`src/rtl/multi_channel_limit_counter.sv`:
```
// Bank of independent up/down limit counters with auto-reload or one-shot mode,
// per-channel terminal flag, wrap pulse, sticky overflow and done flags.
module multi_channel_limit_counter #(
    parameter int WIDTH    = 32,
    parameter int CHANNELS = 2
) (
    input  logic                      clk,
    input  logic                      rst,
    input  logic [CHANNELS-1:0]       en,
    input  logic [CHANNELS*WIDTH-1:0] limit,
    input  logic [CHANNELS-1:0]       down,
    input  logic [CHANNELS-1:0]       one_shot,
    input  logic [CHANNELS-1:0]       load,
    input  logic [CHANNELS-1:0]       ovf_clr,
    output logic [CHANNELS*WIDTH-1:0] Q,
    output logic [CHANNELS-1:0]       terminal,
    output logic [CHANNELS-1:0]       ovf_pulse,
    output logic [CHANNELS-1:0]       ovf_sticky,
    output logic [CHANNELS-1:0]       done
);

    for (genvar i = 0; i < CHANNELS; i++) begin : g_ch
        logic [WIDTH-1:0] lim;
        logic [WIDTH-1:0] start;
        logic [WIDTH-1:0] cnt;
        logic             term;
        logic             wrap;
        logic             pulse_r;
        logic             sticky_r;
        logic             done_r;

        assign lim   = limit[i*WIDTH +: WIDTH];
        assign start = down[i] ? lim : '0;
        // Up mode uses >= so a limit lowered below the count still terminates.
        assign term  = down[i] ? (cnt == '0) : (cnt >= lim);
        assign wrap  = ~load[i] & en[i] & ~done_r & term;

        always_ff @(posedge clk or posedge rst) begin
            if (rst) begin
                cnt      <= '0;
                pulse_r  <= 1'b0;
                sticky_r <= 1'b0;
                done_r   <= 1'b0;
            end else begin
                pulse_r  <= wrap;
                sticky_r <= wrap | (sticky_r & ~ovf_clr[i]);
                if (load[i]) begin
                    cnt    <= start;
                    done_r <= 1'b0;
                end else if (en[i] && !done_r) begin
                    if (!term) begin
                        cnt <= down[i] ? cnt - WIDTH'(1) : cnt + WIDTH'(1);
                    end else if (one_shot[i]) begin
                        done_r <= 1'b1;
                    end else begin
                        cnt <= start;
                    end
                end
            end
        end

        assign Q[i*WIDTH +: WIDTH] = cnt;
        assign terminal[i]         = term;
        assign ovf_pulse[i]        = pulse_r;
        assign ovf_sticky[i]       = sticky_r;
        assign done[i]             = done_r;
    end

endmodule

```
`config.mk`:
```
export PLATFORM = sky130hd
export DESIGN_NAME = multi_channel_limit_counter
export DESIGN_NICKNAME = d
export VERILOG_FILES = /design/src/rtl/multi_channel_limit_counter.sv
export SDC_FILE = /design/constraint.sdc
export NUM_CORES = 1
export LEC_CHECK = 0
export CORE_MARGIN = 2
export CORE_UTILIZATION = 49
export CTS_CLUSTER_DIAMETER = 50
export DETAILED_ROUTE_END_ITERATION = 7
export GPL_TIMING_DRIVEN = 1
export PLACE_DENSITY_LB_ADDON = 0.12
export SYNTH_ARGS = -nofsm -noshare
export SYNTH_HDL_FRONTEND = slang
export SYNTH_SLANG_ARGS = --single-unit
```
`constraint.sdc`:
```
create_clock -name clk -period 4.1 [get_ports clk]
set_clock_uncertainty 0.2 [all_clocks]
set_input_delay 1.23 -clock clk [delete_from_list [all_inputs] [get_ports clk]]
set_output_delay 1.23 -clock clk [all_outputs]
set_load 0.01 [all_outputs]
```
# Yosys cells after proc, flatten, opt, wreduce, memory -nomap -nowiden
# Cells that the tools add are included.
[op_classes]
eq_ne = 2
n_reduce_logical = 16
div_mod_pow = 0
mux = 22
n_mul = 0
shifts = 0
bitwise_logic = 16
n_lt_le_gt_ge = 2
n_addsub = 4
[op_table]
columns = ["op", "n"]
rows = [
  ["$mux 32", 12],
  ["$add 32x1->32 const B", 2],
  ["$ge 32x32->1", 2],
  ["$logic_not 32->1", 2],
  ["$sub 32x1->32 const B", 2],
  ["$reduce_bool 2->1", 6],
  ["$mux 1", 10],
  ["$and 1x1->1", 8],
  ["$ne 3x3->1 const B", 2],
  ["$not 1->1", 6],
  ["$reduce_and 3->1", 2],
  ["$reduce_and 2->1", 2],
  ["$logic_and 1x1->1", 2],
  ["$logic_not 1->1", 2],
  ["$or 1x1->1", 2],
]
[totals]
out_inout_bits = 72
wordCells = 70
ram_bits = 0
input_bits = 76
reg_bits = 70
memories = 0
mem_bits_ro = 0
latch_bits = 0

# Logic depth before layout (Yosys ltp)
[logic_depth]
depth_word = 5
ltp_mapped = 14
depth_no_buf = 12

# Worst setup path before layout
# Ideal clock, no wire load.
[synth_path]
path_type = "input -> output"
from = "in limit[15]"
to = "out terminal[0]"
required_ns = 2.670
slack_ns = -0.325
path_stages = 9
path_buffers = 1
arrival_time_ns = 2.995
path_cell_list = "inv_1 > ha_1 > nand4_1 > nor3_2 > or4b_1 > a311oi_2 > o21ai_2 > a21oi_2 > buf_4"
[synth_via]
elab_chain_cells = 2
[synth_rtl]
columns = ["item", "line_no", "source"]
rows = [
  ["from (decl)", "10", "input logic [CHANNELS*WIDTH-1:0] limit,"],
  ["$ge 32x32->1", "35", "assign term = down[i] ? (cnt == '0) : (cnt >= lim);"],
  ["$mux 1", "35", ""],
  ["to (decl)", "16", "output logic [CHANNELS-1:0] terminal,"],
]
# Every way passes these cells.

# Worst setup path in the final report
[layout_path]
from = "in limit[13]"
to = "out terminal[0]"
# The elaborated chain is that of the path after synthesis.

==> results.json <==
{
  "hold_end": "g_ch[0].sticky_r$_DFF_PP0_",
  "grt_overflow": 0,
  "fin_ws_ns": -0.518,
  "ys_warn_count": 0,
  "postCtsHoldBufs": 0,
  "setup_tns_ns": -0.901,
  "ios": 148,
  "reg2reg_to": "g_ch[0].cnt[13]$_DFFE_PP0P_",
  "start_kind": "input port",
  "critPathMaxFanout": 2,
  "syn_to_final_growth_pct": 63.8,
  "dpl_cell_area_mm2": 0.0118,
  "synth_top_cell_by_area": "dfrtp_1",
  "fmax_ghz": 0.217,
  "r2r_setup_slack_ns": 0.55,
  "clk_pin_slew_worst_paths_ns": 0.07,
  "cts_tree": "done",
  "yosysSeqAreaShare": 0.213,
  "ys_ff_latch": 70,
  "hpwl_mm": 21.2,
  "grt_pass1_wl_mm": 48.3,
  "synth-edff-count": 0,
  "hold_violations": 0,
  "synthesis.area_mm2": 0.00822,
  "synth_top_area_frac": 0.213,
  "ant_nets": 0,
  "syn_avg_cell_area_um2": 7.92,
  "power_uw": 8440,
  "critPathMaxStageDelay_ns": 0.49,
  "drt-pass1-iter-count": 6,
  "slew_headroom": 0.582,
  "hold_class": "register to register",
  "drc": 0,
  "drive_gt1_frac": 0.347,
  "grt_setup_unrepaired": "true",
  "grt_pass1_vias": 9676,
  "nets": 1636,
  "avgViaCountPerCell": 6.07,
  "critical_path_class": "input port to output port",
  "rows": 47,
  "reg2reg_depth": 12,
  "worst_pin_slew_ns": 0.621,
  "min-delay-start": "g_ch[0].sticky_r$_DFF_PP0_",
  "initial_core_util": 0.499,
  "vias": 10100,
  "synth_cell_types": 70,
  "clock-sinks": 70,
  "io_buffers": 147,
  "outcome": "finished, violations left",
  "p_per_area_mw_per_mm2": 627,
  "grt_usage": 0.337,
  "final_cell_area_mm2": 0.0135,
  "cts_buffers": 9,
  "ys_top_cells_by_area": "dfrtp_1 (21%), ha_1 (19%), a21oi_1 (5.9%)",
  "routabilityCongestion": 0.945,
  "htreeDepth": 3,
  "final_cell_count_no_fill": 1660,
  "leakage_uw": 0.00648,
  "slew_violations": 0,
  "finalCritPeriodShare": 1.13,
  "syn-instance-count": 1038,
  "grt_max_degree": 35,
  "clock_path_buffers": 2,
  "cp-end-kind": "output port",
  "failed_checks": "negative setup slack",
  "fillers": 985,
  "pre_cts_slack_ns": -1.31,
  "dieWidth_um": 134,
  "irDropWorstVdd_mv": 0.329,
  "antenna_found_initial": 0,
  "dieArea_mm2": 0.0178,
  "synth_flop_cell": "dfrtp_1",
  "r2r_start": "g_ch[0].cnt[13]$_DFFE_PP0P_",
  "crit_slowest_cell": "or4b_4",
  "drtIter0Drc": 929,
  "clkLatencyLatePin_ns": 0.35,
  "core_area_mm2": 0.0165,
  "wl_per_cell_um": 19.8,
  "setup_violations": 2,
  "die_y_um": 134,
  "period_needed_ns": 4.62,
  "root_buffer": "clkbuf_16",
  "wl_mm": 32.9,
  "min_path_cells": 1,
  "crit_arrival_ns": 3.19,
  "async_flop_share": 1.00,
  "maxCapViolations": 0,
  "synth_nets": 1240,
  "cp_cell_sequence": "buf_12 > inv_12 > ha_4 > nand4_1 > nor3_4 > or4b_4 > a311oi_2 > o21ai_2 > a21oi_2 > buf_2",
  "critical_path_required_ns": 2.67,
  "placed_cells": 1602
}
## worst max-delay path: cells and delay by family
kind | cells | cell delay, ns
adders and majority gates | 1 | 0.25
buffers and inverters | 3 | 0.28
and+or+nand+nor | 3 | 0.87
AOI/OAI and AO/OA | 3 | 0.54
## cell type report
class / instances / area, um^2 / area share
multi-input cells: 833 / 6930 / 0.515
repair buffers: 431 / 3800 / 0.282
flip-flops and latches: 70 / 1750 / 0.130
inverters: 89 / 357 / 0.0265
well taps: 220 / 275 / 0.0204
clock buffers: 9 / 225 / 0.0167
clock inverters: 7 / 121 / 0.00901
diodes: 1 / 2.50 / 0.000186
## worst max-delay path by stage
stage / start / depth (start not counted) / end / slack, ns
after floorplan: limit[13] / 9 / terminal[0] / -0.13
after global placement: limit[13] / 11 / terminal[0] / -1.22
after detailed placement: limit[13] / 11 / terminal[0] / -1.31
after CTS: limit[13] / 11 / terminal[0] / -0.58
after global routing: limit[4] / 9 / terminal[0] / -0.58
final: limit[13] / 10 / terminal[0] / -0.52
## per-stage QoR
stage	util	hold WS [ns]
floorplan	-	0.251
global placement	0.716	0.260
detailed placement	0.716	0.269
CTS	0.781	0.283
global route	0.818	0.298
finish	0.818	0.280
## registers in the layout (all words and copies together), names as in the netlist
signal,flops
g_ch.cnt,64
g_ch.pulse_r,2
g_ch.done_r,2
g_ch.sticky_r,2
## report_power, final
group / switching, uW / total (uW) / internal (uW)
logic: 3000 / 6170 / 3170
registers: 381 / 1320 / 940
clock network: 358 / 956 / 598
## routing by layer
layer | track usage | up-vias | part of all wire
met3 | 0.0537 | 170 | 0.077
met4 | 0.144 | 0 | 0.054
met5 | 0 | - | 0
met1 | 0.430 | 4748 | 0.40
met2 | 0.568 | 531 | 0.47
li1 | - | 4627 | -
## cell usage in the layout, fill, tap and decap left out, types with 6 or more instances in the layout
cell type / n
buf_12: 12
a31oi_1: 37
nand4_1: 21
nand3_1: 24
clkbuf_2: 6
buf_6: 9
xor2_1: 15
buf_4: 264
o211ai_1: 7
o21a_1: 9
o21ai_1: 14
a21oi_1: 83
a21oi_2: 16
buf_2: 7
nor2_1: 76
clkbuf_16: 12
nor4_1: 18
xnor2_1: 25
a211oi_1: 7
o31ai_1: 14
nand2b_1: 13
nor3_1: 19
o21bai_1: 6
dlygate4sd2_1: 20
ha_4: 43
a21o_1: 55
mux2_2: 14
inv_2: 24
and3_1: 7
inv_1: 59
nand2_1: 61
nor2b_1: 13
a211oi_2: 6
dfrtp_1: 70
dlymetal6s2s_1: 10
o21ai_0: 38
clkdlybuf4s50_1: 95
ha_1: 80
## synthesized netlist by cell type, types with 4 or more instances
library cell	number
ha_1	124
a21oi_1	97
inv_1	88
nor2_1	79
dfrtp_1	70
nand2_1	67
a21o_1	55
o21ai_0	55
a31oi_1	39
nand3_1	26
xnor2_1	25
nand4_1	21
nor3_1	21
clkbuf_1	19
nor4_1	19
o31ai_1	18
mux2_2	16
a211oi_1	15
nand2b_1	15
xor2_1	15
buf_4	13
nor2b_1	13
o21a_1	9
o21bai_1	9
and3_1	7
buf_1	7
buf_2	7
o211ai_1	7
or3_1	7
nand3b_1	5
a2111oi_0	4
or2_2	4
## cells by family (layout without fill, tap and decap cells)
logic type | count (synthesis) | count (layout) | synth area share
other | 0 | 1 | 0
buffers and inverters | 138 | 536 | 0.0728
multiplexers | 19 | 19 | 0.0256
flip-flops | 70 | 70 | 0.213
AND/OR/NAND/NOR | 300 | 303 | 0.181
AO/OA/AOI/OAI | 345 | 345 | 0.271
adder cells (fa/ha/maj) | 126 | 126 | 0.194
XOR/XNOR | 40 | 40 | 0.0426
## repair_timing
action                                  CTS  global route
pin swaps                                51            61
buffers inserted                         37            14
gates cloned                              6             2
gates resized for setup                 180           114
endpoints found under the setup margin   66            53
No activity file was read; power rests on OpenSTA's default activity.
